`config.mk`:
```
export PLATFORM = sky130hd
export DESIGN_NAME = fetch_stage
export DESIGN_NICKNAME = d
export VERILOG_FILES = /design/src/rtl/fetch_stage_pkg.sv /design/src/rtl/fetch_stage_queue.sv /design/src/rtl/fetch_stage.sv
export SDC_FILE = /design/constraint.sdc
export NUM_CORES = 1
export LEC_CHECK = 0
export CAP_MARGIN = 25
export CELL_PAD_IN_SITES_DETAIL_PLACEMENT = 0
export CELL_PAD_IN_SITES_GLOBAL_PLACEMENT = 1
export CORE_UTILIZATION = 30
export CTS_BUF_LIST = sky130_fd_sc_hd__clkbuf_4
export DETAILED_ROUTE_END_ITERATION = 7
export GPL_ROUTABILITY_DRIVEN = 0
export GPL_TIMING_DRIVEN = 0
export PLACE_DENSITY_LB_ADDON = 0.25
export RECOVER_POWER = 50
export SLEW_MARGIN = 5
export SYNTH_ARGS = -nofsm -noshare
export SYNTH_HDL_FRONTEND = slang
export SYNTH_HIERARCHICAL = 1
export SYNTH_SLANG_ARGS = --single-unit
```
`constraint.sdc`:
```
create_clock -name clk -period 8.1 [get_ports clk]
set_input_delay 1.62 -clock clk [delete_from_list [all_inputs] [get_ports clk]]
set_output_delay 1.62 -clock clk [all_outputs]
set_load 0.03 [all_outputs]
```
`src/rtl/fetch_stage_pkg.sv`:
```
// Shared RV32I fetch definitions: NOP encoding, fetch FSM states and the queued entry.
package fetch_stage_pkg;

   localparam logic [31:0] RV32I_NOP_INST = 32'h0000_0013;

   typedef enum logic [1:0] {
      S_IDLE,
      S_FETCH,
      S_DRAIN
   } fetch_state_t;

   typedef struct packed {
      logic [31:0] inst;
      logic [31:0] pc;
   } fetch_entry_t;

endpackage

```
`src/rtl/fetch_stage_queue.sv`:
```
// Sync FIFO of fetch entries; head is combinational from storage (0-cycle read).
// Flush beats push and pop; a push while full is taken only alongside a pop.
module fetch_queue
   import fetch_stage_pkg::*;
#(
   parameter int DEPTH = 2
) (
   input  logic                     clk,
   input  logic                     rst,
   input  logic                     push,
   input  logic                     pop,
   input  logic                     flush,
   input  fetch_entry_t             push_dat,
   output fetch_entry_t             head_dat,
   output logic [$clog2(DEPTH):0]   count,
   output logic                     empty,
   output logic                     full
);
   localparam int AW = $clog2(DEPTH);
   localparam int CW = AW + 1;

   fetch_entry_t   mem [DEPTH];
   logic [AW-1:0]  wr_ptr;
   logic [AW-1:0]  rd_ptr;
   logic           do_push;
   logic           do_pop;

   assign empty    = (count == '0);
   assign full     = (count == CW'(DEPTH));
   assign do_pop   = pop && !empty && !flush;
   assign do_push  = push && !flush && (!full || do_pop);
   assign head_dat = mem[rd_ptr];

   always_ff @(posedge clk) begin
      if (do_push) begin
         mem[wr_ptr] <= push_dat;
      end
   end

   always_ff @(posedge clk) begin
      if (rst || flush) begin
         wr_ptr <= '0;
         rd_ptr <= '0;
         count  <= '0;
      end else begin
         if (do_push) wr_ptr <= wr_ptr + AW'(1);
         if (do_pop)  rd_ptr <= rd_ptr + AW'(1);
         count <= count + CW'(do_push) - CW'(do_pop);
      end
   end

endmodule

```
`src/rtl/fetch_stage.sv`:
```
// RV32I IF stage: owns the PC, credit-limited in-order IMEM requests, queue to decode.
// Request-to-id_valid latency is IMEM latency + 1; decode stall holds the head and throttles fetch via credits.
module fetch_stage
   import fetch_stage_pkg::*;
#(
   parameter logic [31:0] RESET_PC    = 32'h0000_0000,
   parameter int          QUEUE_DEPTH = 2
) (
   input  logic        clk,
   input  logic        rst,
   output logic        imem_req_valid,
   input  logic        imem_req_ready,
   output logic [31:0] imem_req_addr,
   input  logic        imem_rsp_valid,
   input  logic [31:0] imem_rsp_data,
   input  logic        redirect_valid,
   input  logic [31:0] redirect_pc,
   output logic        id_valid,
   input  logic        id_ready,
   output logic [31:0] id_instruction,
   output logic [31:0] id_pc,
   output logic [31:0] id_pc_plus4
);
   localparam int CW = $clog2(QUEUE_DEPTH) + 1;

   fetch_state_t   state;
   logic [31:0]    pc;
   logic [31:0]    rsp_pc;
   logic [CW-1:0]  inflight;
   logic [CW-1:0]  inflight_next;
   logic [CW-1:0]  drop;
   logic [CW-1:0]  drop_next;
   logic [CW-1:0]  q_count;
   logic           q_empty;
   logic           q_full;
   logic           q_push;
   logic           q_pop;
   logic           req_fire;
   logic           credit_ok;
   fetch_entry_t   push_entry;
   fetch_entry_t   head;

   assign credit_ok      = (int'(inflight) + int'(q_count)) < QUEUE_DEPTH;
   assign imem_req_valid = !rst && (state != S_IDLE) && !redirect_valid && credit_ok;
   assign imem_req_addr  = pc;
   assign req_fire       = imem_req_valid && imem_req_ready;
   assign inflight_next  = inflight + CW'(req_fire) - CW'(imem_rsp_valid);

   // Live responses are always sequential from the last redirect target, so one
   // running PC tags them; no per-request address queue is needed.
   assign q_push          = imem_rsp_valid && (drop == '0) && !redirect_valid;
   assign push_entry.inst = imem_rsp_data;
   assign push_entry.pc   = rsp_pc;
   assign q_pop           = id_valid && id_ready;

   always_comb begin
      drop_next = drop;
      if (redirect_valid) begin
         drop_next = inflight_next;
      end else if (imem_rsp_valid && (drop != '0)) begin
         drop_next = drop - CW'(1);
      end
   end

   fetch_queue #(
      .DEPTH(QUEUE_DEPTH)
   ) u_queue (
      .clk      (clk),
      .rst      (rst),
      .push     (q_push),
      .pop      (q_pop),
      .flush    (redirect_valid),
      .push_dat (push_entry),
      .head_dat (head),
      .count    (q_count),
      .empty    (q_empty),
      .full     (q_full)
   );

   assign id_valid       = !rst && !q_empty;
   assign id_instruction = id_valid ? head.inst : RV32I_NOP_INST;
   assign id_pc          = id_valid ? head.pc : 32'h0;
   assign id_pc_plus4    = id_valid ? (head.pc + 32'd4) : 32'h0;

   always_ff @(posedge clk) begin
      if (rst) begin
         state    <= S_IDLE;
         pc       <= RESET_PC;
         rsp_pc   <= RESET_PC;
         inflight <= '0;
         drop     <= '0;
      end else begin
         inflight <= inflight_next;
         drop     <= drop_next;
         if (redirect_valid) begin
            pc     <= redirect_pc & ~32'd3;
            rsp_pc <= redirect_pc & ~32'd3;
         end else begin
            if (req_fire) pc     <= pc + 32'd4;
            if (q_push)   rsp_pc <= rsp_pc + 32'd4;
         end
         case (state)
            S_IDLE:  state <= S_FETCH;
            S_FETCH: if (redirect_valid && (inflight_next != '0)) state <= S_DRAIN;
            S_DRAIN: if (drop_next == '0) state <= S_FETCH;
            default: state <= S_IDLE;
         endcase
      end
   end

   a_credit: assert property (@(posedge clk) disable iff (rst)
      (int'(inflight) + int'(q_count)) <= QUEUE_DEPTH);
   a_drop: assert property (@(posedge clk) disable iff (rst) drop <= inflight);
   a_rsp_expected: assert property (@(posedge clk) disable iff (rst)
      imem_rsp_valid |-> (inflight != '0));
   a_no_overflow: assert property (@(posedge clk) disable iff (rst)
      (q_push && q_full) |-> q_pop);

endmodule

```
# Word-level counts from Yosys, hierarchy flattened
# Memories as Yosys holds them, arrays and structs flattened. A register that Yosys moved wholly into a read port is not among the register bits.
# Index checks and enable logic that the tools add are counted.
# word_totals
elab_cells	75
ramBits	128
in_bits	70
regBits	74
memories	1
out_inout_bits	130
latch_bits	0
romBits	0
# mem_list
name	words	width	rd	rd_ports_with_merged_regs	wr	line_no	source
u_queue.mem	2	64	1	1	1	fetch_stage_queue.sv:22	fetch_entry_t mem [DEPTH];
# classes
div	0
addsub	11
multipliers	0
bitwise	0
n_eq_ne	5
n_lt_le_gt_ge	1
mux	16
shifts	0
n_reduce_logical	31
# ops
operator	count
32-bit two-way mux	7
32-bit by 3-bit adder with 32-bit output, second input constant	3
1-bit logical AND	14
2-bit nonzero test	5
2-bit zero test	4
2-bit two-way mux	4
2-bit case mux with 3 select lines	1
2-bit by 1-bit adder with 2-bit output	2
2-bit equality test, second input constant	2
1-bit zero test	4
1-bit two-way mux	4
2-bit != test, second input constant	2
2-bit by 1-bit subtractor with 2-bit output	2
2-bit by 2-bit adder with 3-bit output	1
3-bit by 2-bit < comparator with 1-bit output, second input constant	1
1-bit adder, second input constant	2
2-bit by 1-bit equality test with 1-bit output, second input constant	1
1-bit logical OR	2
2-bit AND reduction	1
2-bit OR reduction	1
2-bit by 1-bit subtractor with 2-bit output, second input constant	1

# Logic depth before layout (Yosys ltp)
# Gate-level depths: netlist (run 1).
# depth
word_depth	11
ltp_mapped	14
depth_no_buf	13

# Cells and area by module
# Netlist (run 1), hierarchy kept.
# modules_own_cells
mod	seq_area_each_um2	area_per_inst_um2	instances	cells_per_inst
fetch_queue	3943.8	4928.5	1	235
fetch_stage	1321.3	4921.0	1	665

# Least setup slack after synthesis (run 1)
# No wires, ideal clock.
# synth_timing
kind	input-to-reg
start	input rst
end	memory u_queue/mem[1][0] (netlist name) (enable)
stages	6
path_buffers	1
t_required_ns	7.522
slack_ns	0.319
setup_time_ns	0.578
arrival_ns	7.203
path_cell_list	buf_2 > or2_2 > inv_1 > and2_1 > nor3b_1 > nor3b_1
# synth_via
elab_chain_cells	9
# synth_rtl
element	line_no	source
from (decl)	fetch_stage.sv:10	input logic rst,
1-bit zero test	fetch_stage.sv:80	assign id_valid = !rst && !q_empty;
1-bit logical AND	fetch_stage.sv:80	
1-bit logical AND	fetch_stage.sv:54	assign q_pop = id_valid && id_ready;
named net q_pop	fetch_stage.sv:37	logic q_pop;
1-bit logical AND (2 in a row)	fetch_stage_queue.sv:30	assign do_pop = pop && !empty && !flush;
1-bit logical OR	fetch_stage_queue.sv:31	assign do_push = push && !flush && (!full || do_pop);
1-bit logical AND	fetch_stage_queue.sv:31	
1-bit two-way mux	fetch_stage_queue.sv:35	if (do_push) begin
1-bit two-way mux (implied by the code)	fetch_stage_queue.sv:36	mem[wr_ptr] <= push_dat;
to (decl)	fetch_stage_queue.sv:22	
# The timed path passes the listed nets, and every way through them passes these cells.

# Worst setup path in the final report (run 1)
# layout_timing
start	input rst
end	output id_pc_plus4[0]
# layout_via
elab_chain_cells	3
# layout_rtl
element	line_no	source
1-bit zero test	fetch_stage.sv:80	
1-bit logical AND	fetch_stage.sv:80	
32-bit two-way mux	fetch_stage.sv:83	assign id_pc_plus4 = id_valid ? (head.pc + 32'd4) : 32'h0;
to (decl)	fetch_stage.sv:22	output logic [31:0] id_pc_plus4
# No other way between the ends.

==> results.tsv, run 1 <==
stage	metric	value	unit
run_status	outcome	completed	
die	io_pins	200	
clock_network	post_cts_resized	0	
power	p_total	1.98	mW
drt	drt_wl_total	28100	um
timing	rsz0062_at_grt	no	
die	dieArea	0.0335	mm2
critical_path	startpoint_type	input pin	
drt	wl_per_cell	17.8	um
drt	routed_via_density	4.81	
timing	finalMaxSlewViolations	0	
drt	vias	7572	
critical_path	cp_slowest_cell	clkdlybuf4s50_1	
cells_and_area	n_fill_cell	3168	
critical_path	cp.buffers_inverters	6	
critical_path	critical_path_class	in -> out	
yosys	synth_area_per_cell	10.9	um2
drt	postRouteAntennaNets	0	
yosys	yosys_warnings	6	
critical_path	r2r-end	state[0]	
timing	worst_slew_pin_slew	1.34	ns
die	die_y	183	um
yosys	netlist_area	0.00984	mm2
clock_network	cts_tree	done	
min_path	hp-class	reg -> reg	
die	initial_utilization	30.9	%
clock_network	clk_latency	0.60	ns
critical_path	cp_slowest_stage_delay	0.65	ns
global_routing	grt_pass1_wl	42800	um
clock_network	cts_setup_buffers	0	
cells_and_area	syn_to_final_growth	29.7	%
clock_network	path_clk_slew	0.19	ns
die	rows	65	
critical_path	crit_required	6.48	ns
clock_network	cts_hold_buffers	0	
die	die_x	183	um
drt	drc_errors	0	
global_routing	grt_pass1_vias	7343	
power	peakVddDrop	0.0742	mV
critical_path	crit_path_cell_trace	dlygate4sd3_1 > clkbuf_1 > or2_2 > inv_1 > clkbuf_1 > and2_1 > buf_4 > clkdlybuf4s50_1	
cells_and_area	nets	1203	
timing	period_needed	6.31	ns
timing	clock_skew	0.0453	ns
clock_network	cts_root_buf	clkbuf_4	
global_routing	grt_max_degree	36	
min_path	hold_path_end	u_queue/mem[1][29]	
timing	fmax	158	MHz
cells_and_area	drive_gt1_share	11.5	%
run	max-cap-violations	0	
global_routing	grt_remaining_overflow	0	
cells_and_area	final_util	40.0	%
critical_path	crit_path_end_kind	primary output	
critical_path	crit_path_frequent_cell	clkbuf_1	
timing	worst_slew_margin_rel	10.8	%
drt	drt_iter0_markers	495	
clock_network	cts_buffers	17	
placed_design	buffer_ports.inserted	195	
min_path	holdPathStages	0	
clock_network	cts_sinks	199	
yosys	synthCells	899	
power	powerDensity	155	mW/mm2
critical_path	r2r-start	u_queue/count[0]	
drt	drtPass1Iterations	5	
critical_path	crit_fanout	10	
timing	finalSetupViolCount	0	
global_routing	antenna_found_initial	1	
power	p_leak	4.34	nW
critical_path	critPathTopFamily	buffers and inverters	
timing	final-hold-violation-count	0	
placed_design	hpwlAfterDp	21300	um
clock_network	ctsHtreeMaxLevel	4	
clock_network	clock_path_buffers	2	
critical_path	rr_worst_depth	14	
min_path	hp-start	rsp_pc[29]	
critical_path	critPathArrivalTime	4.69	ns
timing	finalCritPeriodShare	77.9	%
critical_path	rrSetupSlack	3.58	ns
die	core	0.0319	mm2
global_routing	track_usage	16.7	%
-- sequential cells by signal, indices dropped and copies added, names as in the netlist, named ones only --
signal / count
imem_req_addr: 30
u_queue/wr_ptr: 1
u_queue/rd_ptr: 1
u_queue/mem: 128
rsp_pc: 30
inflight: 2
u_queue/count: 2
drop: 2
state: 2
-- metrics by stage --
step	hold slack (ns)	TNS, ns	cells	setup slack, ns	instance area (um2)
6_report	0.514	0	1575	1.79	12800
5_1_grt	0.523	0	1575	1.63	12800
4_1_cts	0.518	0	1573	1.91	12800
3_5_place_dp	0.502	0	1541	1.92	12400
3_3_place_gp	0.494	-239.67	1534	-3.75	12400
2_1_floorplan	0.445	0	904	0.323	9860
-- worst max-delay path by stage --
stage / from / endpoint / slack [ns] / cells past startpoint
after floorplan: rst / u_queue/mem[1][0] / 0.32 / 6
after global placement: redirect_valid / u_queue/mem[1][1] / -3.75 / 6
after detailed placement: rst / id_pc_plus4[0] / 1.92 / 8
after CTS: rst / id_pc_plus4[0] / 1.91 / 8
after global routing: rst / id_pc_plus4[1] / 1.63 / 8
final: rst / id_pc_plus4[0] / 1.79 / 8
-- worst register-to-register path, delay by kind of cell (launching register included) --
| kind | cells | cell delay, ns |
|---|---|---|
| multiplexers | 1 | 0.38 |
| buffers and inverters | 3 | 0.63 |
| adder cells (fa/ha/maj) | 3 | 0.94 |
| flip-flops | 1 | 0.48 |
| XOR/XNOR | 1 | 0.24 |
| AND/OR/NAND/NOR | 4 | 1.26 |
| AO/OA/AOI/OAI | 2 | 0.55 |
-- where the power goes --
part | internal (mW) | switching [mW] | total [mW]
logic | 0.0974 | 0.128 | 0.226
clock network | 0.166 | 0.431 | 0.597
registers | 1.12 | 0.0378 | 1.16
total | 1.38 | 0.597 | 1.98
-- cell type report --
| type | count | area [um2] | share of cell area [%] |
|---|---|---|---|
| Buffer | 50 | 224 | 1.75 |
| Tap cell | 435 | 544 | 4.26 |
| Clock inverter | 15 | 221 | 1.74 |
| Inverter | 22 | 85.1 | 0.667 |
| Multi-Input combinational cell | 633 | 4260 | 33.4 |
| Antenna cell | 2 | 5.00 | 0.0392 |
| Clock buffer | 17 | 128 | 1.00 |
| Sequential cell | 199 | 5270 | 41.3 |
| Timing Repair Buffer | 202 | 2030 | 15.9 |
-- cell usage in the layout, fill, tap and decap left out, drive strengths merged, types with 5 or more instances in the layout --
master / count
o22ai: 6
buf: 23
a211oi: 13
clkinv: 5
edfxtp: 128
nand2: 52
inv: 32
xor2: 47
or3: 13
nand4: 36
and2: 69
ha: 7
o21ai: 14
nor2: 80
mux2i: 5
clkbuf: 51
nor2b: 6
a21o: 6
dfxtp: 71
xnor2: 20
nand3: 32
nor3: 14
mux2: 69
a21boi: 11
and4: 7
o211ai: 6
nor4: 13
clkdlybuf4s50: 131
a31oi: 13
conb: 6
dlygate4sd3: 64
a21oi: 28
and3: 16
-- layer usage --
| layer | track usage, % | wire (um) | vias up |
|---|---|---|---|
| met5 | 0 | 0 | - |
| met4 | 3.47 | 232 | 0 |
| met3 | 3.46 | 1570 | 17 |
| met2 | 26.3 | 12300 | 232 |
| met1 | 23.7 | 14000 | 3591 |
| li1 | - | - | 3732 |
Note: power is estimated with default switching activity, not from simulation.
==> run 2, diff against run 1 <==
==> constraint.sdc (replaced) <==
create_clock -name clk -period 5.87 [get_ports clk]
set_input_delay 1.174 -clock clk [delete_from_list [all_inputs] [get_ports clk]]
set_output_delay 1.174 -clock clk [all_outputs]
set_load 0.03 [all_outputs]
==> run 2 against run 1 <==
  * The run now ends with max-capacitance violations, max-slew violations left
  * Sequential power is 38% higher
  * Routed wire length about the same
  * Clock skew decreased by 0.00080 ns
  * Worst hold slack improved by 0.0043 ns
  * Sequential share of layout area about the same
  * Critical path depth unchanged
  * Combinational power rose by 38%
  * Critical path type unchanged
  * Largest cell class unchanged
==> results.tsv, run 2 (synthesis gave the netlist of run 1 again) <==
stage	metric	value	unit	change
clock_network	cts_buffers	17		unchanged
timing	fin_tns_setup	0	ns	unchanged
critical_path	critPathArrivalTime	4.13	ns	was 4.69 ns
clock_network	cts_hold_buffers	0		unchanged
global_routing	grt_max_degree	37		was 36
critical_path	r2r-end	state[0]		unchanged
drt	drt_wl_total	28100	um	about the same
cells_and_area	drive_gt1_share	11.4	%	was 11.5%
cells_and_area	nets	1201		was 1203
drt	drt_iter0_markers	384		was 495
die	core	0.0319	mm2	unchanged
cells_and_area	n_fill_cell	3257		was 3168
cells_and_area	largest-register	u_queue/mem		unchanged
critical_path	crit_required	4.70	ns	was 6.48 ns
run_status	outcome	finished, violations left		was completed
timing	worst_slew_margin_rel	-46.1	%	was 10.8%
timing	final-hold-violation-count	0		unchanged
critical_path	rr_worst_depth	14		unchanged
cells_and_area	final_common_cell	clkdlybuf4s50_1		unchanged
global_routing	grt_pass1_wl	43200	um	was 42800 um
timing	rsz0062_at_grt	no		unchanged
drt	drtPass1Iterations	5		unchanged
clock_network	cts_setup_buffers	0		unchanged
run	max-cap-violations	1		was 0
timing	finalCritPeriodShare	90.3	%	
timing	whs	0.519	ns	was 0.514 ns
die	die_y	183	um	unchanged
clock_network	clk_latency	0.59	ns	was 0.60 ns
clock_network	cts_root_buf	clkbuf_4		unchanged
placed_design	pre_cts_ws	0.653	ns	was 1.92 ns
critical_path	rrSetupSlack	1.30	ns	was 3.58 ns
cells_and_area	syn_to_final_growth	29.6	%	was 29.7%
timing	setup_slack	0.570	ns	was 1.79 ns
cells_and_area	final_util	40.0	%	about the same
clock_network	cts_sinks	199		unchanged
power	p_leak	4.33	nW	was 4.34 nW
drt	wl_per_cell	17.8	um	about the same
placed_design	hpwlAfterDp	21100	um	was 21300 um
clock_network	cts_tree	done		unchanged
timing	finalMaxSlewViolations	7		was 0
drt	drc_errors	0		unchanged
global_routing	antenna_found_initial	1		unchanged
cells_and_area	ff_latch_area	0.00527	mm2	unchanged
timing	period_needed	5.30	ns	
cells_and_area	largest_register_ffs	128		unchanged
clock_network	ctsHtreeMaxLevel	4		unchanged
drt	postRouteAntennaNets	0		unchanged
drt	routed_via_density	4.82		was 4.81
clock_network	path_clk_slew	0.18	ns	was 0.19 ns
placed_design	buffer_ports.inserted	195		unchanged
critical_path	crit_start	rst		unchanged
global_routing	grt_remaining_overflow	0		unchanged
power	peakVddDrop	0.112	mV	was 0.0742 mV
min_path	hp-class	reg -> reg		unchanged
placed_design	dpl.cell_count	1539		was 1541
die	dieArea	0.0335	mm2	unchanged
drt	vias	7573		was 7572
die	io_pins	200		unchanged
critical_path	crit_path_end_kind	primary output		unchanged
cells_and_area	multiInputGateArea	0.00427	mm2	was 0.00426 mm2
power	powerDensity	207	mW/mm2	was 155 mW/mm2
global_routing	grt_pass1_vias	7433		was 7343
clock_network	clock_path_buffers	2		unchanged
cells_and_area	final_cell_mix	clkdlybuf4s50_1, edfxtp_1, nor2_1		unchanged
die	die_x	183	um	unchanged
global_routing	track_usage	16.9	%	was 16.7%
timing	finalSetupViolCount	0		unchanged
run_status	violations	max-capacitance violations, max-slew violations		
timing	clock_skew	0.0445	ns	was 0.0453 ns
critical_path	startpoint_type	input pin		unchanged
timing	fmax	189	MHz	
critical_path	crit_fanout	10		unchanged
critical_path	critPathCapture	id_pc_plus4[1]		was id_pc_plus4[0]
die	rows	65		unchanged
timing	worst_slew_pin_slew	2.19	ns	was 1.34 ns
critical_path	r2r-start	u_queue/count[0]		unchanged
cells_and_area	instances_no_fill	1572		was 1575
critical_path	critical_path_class	in -> out		unchanged
die	initial_utilization	30.9	%	unchanged
[run 2: final cells by class]
| type | count | area share, % |
|---|---|---|
| multi-input cells | 633 | 33.5 |
| flip-flops and latches | 199 | 41.3 |
| plain buffers | 50 | 1.76 |
| diodes | 1 | 0.0196 |
| repair buffers | 200 | 16.2 |
| well taps | 435 | 4.27 |
| clock buffers | 17 | 1.00 |
| clock inverters | 15 | 1.31 |
| inverters | 22 | 0.667 |
[run 2: worst min path at each step]
| stage | from | end | slack (ns) | cells after the start |
|---|---|---|---|---|
| global placement | rsp_pc[15] | u_queue/mem[0][15] | 0.49 | 0 |
| CTS | rsp_pc[31] | u_queue/mem[0][31] | 0.51 | 0 |
| finish | rsp_pc[31] | u_queue/mem[0][31] | 0.52 | 0 |
| global route | rsp_pc[31] | u_queue/mem[0][31] | 0.52 | 0 |
| detailed placement | rsp_pc[15] | u_queue/mem[1][15] | 0.50 | 0 |
| floorplan | rsp_pc[31] | u_queue/mem[0][31] | 0.45 | 0 |
[run 2: power by group]
part / internal [mW] / switching (mW) / leakage [nW]
Sequential: 1.54 / 0.0517 / 1.75
Combinational: 0.135 / 0.178 / 2.42
Clock: 0.199 / 0.536 / 0.155
Total: 1.88 / 0.766 / 4.33
[run 2: timing repair]
item                                   CTS  global route
setup endpoints to repair                0             1
endpoints found under the hold margin    0             0
resized for setup                        0             1
[run 2: worst max-delay path: stages]
cell	delay, ns
dlygate4sd3_1	0.63
clkbuf_1	0.27
or2_2	0.40
inv_1	0.32
clkbuf_1	0.37
and2_1	0.21
buf_4	0.11
clkdlybuf4s50_1	0.65
[run 2: layer usage]
metal	global-route usage (%)	up-vias	wire [um]
li1	-	3730	-
met1	24.0	3602	13800
met2	26.9	230	12500
met3	3.12	11	1480
met4	3.17	0	229
met5	0	-	0
[run 2: per-stage QoR]
step                      power [mW]  cell area [um2]
after floorplan                 1.80             9870
after global placement          1.95            12400
after detailed placement        1.95            12500
after CTS                       2.69            12800
after global routing            2.76            12800
final                           2.64            12800
==> RTL edit: new RTL, config.mk and constraints of run 2 <==
Make the reset (`rst`) asynchronous in one clocked block.
--- a/src/rtl/fetch_stage.sv
+++ b/src/rtl/fetch_stage.sv
@@ -82,7 +82,7 @@
    assign id_pc          = id_valid ? head.pc : 32'h0;
    assign id_pc_plus4    = id_valid ? (head.pc + 32'd4) : 32'h0;
 
-   always_ff @(posedge clk) begin
+   always_ff @(posedge clk or posedge rst) begin
       if (rst) begin
          state    <= S_IDLE;
          pc       <= RESET_PC;
Behaviour: differs if rst is asserted again (counterexample within 4 cycles, from zero or initial values and one cycle with rst high); with rst held inactive, the same outputs for 4 cycles.
==> RTL edit against run 2 <==
The flow still finishes with violations (capacitance limit, slew limit). Worst setup slack better by 120 ps. Area after synthesis rose by 0.32%. Total power rose by 9.6%. Design area barely moved. Wire length is 4.1% lower. First-iteration DRC count is 2.6% higher. Sequential cell count stayed put. Clock power grew 1%. Sequential share of layout area rose by 2.6 points. Critical endpoint is now id_pc_plus4[0]. Largest power group unchanged. Highest routed layer unchanged.
==> RTL edit: results (changes against run 2) <==
GRT Util Overall=0.163 (-0.00590); met1 global-route usage=0.237 (-0.00315); Max clock buf depth=2 (unchanged); fin cells=1503 (-4.4%); share of cells above drive strength 1=0.142 (+0.0271); run status=finished with violations; violated checks=capacitance limit, slew limit; max-slew violations=55 (+48); critical path fanouts, max=10 (unchanged); number of fill cells=3203 (-1.7%); Root Buffer=clkbuf_4; switching power=0.896 mW (+17%); vias in the first global route=7151 (-3.8%); min-delay src=rsp_pc[17]; pre-CTS setup slack=601 ps (-52.0 ps); VDD IR max=0.109 mV (-2.4%); Syn Area/Cell=12.0 um2 (+9.7%); met1 WL=13.3 mm (-4.0%); detailed placement HPWL=20.0 mm (-5.1%); headroom to the max-slew limit=-1.04 (-0.584); CP arrival=4010 ps (-120 ps); Hold WS=533 ps (+14.5 ps); met3 usage=0.0275 (-0.00364); worst hold path depth=0 (unchanged); sequential share of power=0.584 (-0.019); flop-to-flop setup slack=2050 ps (+750 ps); DRT iter0 DRCs=394 (+2.6%); RR Startpoint=u_queue/count[0]; Fmax=193 MHz (+2.3%); Via density=4.81 (-0.20%); max cap viols=1 (unchanged); first-pass GRT wire length=41.7 mm (-3.4%); Critical path origin=rst; DR WL met3=1.31 mm (-11%); FF-to-FF End=state[0]; combinational power share=0.159 (+0.041); Sequential Power=1.69 mW (+6%); met2 Use GR=0.251 (-0.0181); final hold vios=0 (unchanged); Worst Hold End=u_queue/mem[1][17]; met2 wire length=12.0 mm (-4.5%); DP Area=0.0125 mm2 (+0.32%); final wirelength=26.9 mm (-4.1%); final clock skew=54.6 ps (+10.1 ps); largest net degree at the start of global routing=55 (+49%); Nets=1125 (-6.3%); port bufs=195 (unchanged); leakage power=4.39 nW (+1.4%)
RTL edit: worst max path at each step:
stage | depth (start not counted) | endpoint
finish | 8 | id_pc_plus4[0]
global route | 9 | id_pc_plus4[31]
CTS | 9 | id_pc_plus4[31]
detailed placement | 8 | id_pc_plus4[0]
global placement | 7 | u_queue/mem[1][19]
floorplan | 6 | u_queue/mem[1][0]
RTL edit: critical path, stage by stage:
cell	delay, ps
dlygate4sd3_1	700
or2_2	330
clkbuf_1	130
inv_1	350
clkbuf_1	350
and2_1	200
buf_4	100
clkdlybuf4s50_1	650
RTL edit: final cells by class:
type,instances,area (um2),area share
Antenna cell,1,2.50,0.000196
Clock inverter,15,170,0.0133
Timing Repair Buffer,201,2040,0.160
Multi-Input combinational cell,572,4010,0.314
Buffer,40,203,0.0159
Inverter,16,63.8,0.00500
Sequential cell,199,5600,0.438
Clock buffer,17,128,0.0100
Tap cell,442,553,0.0433
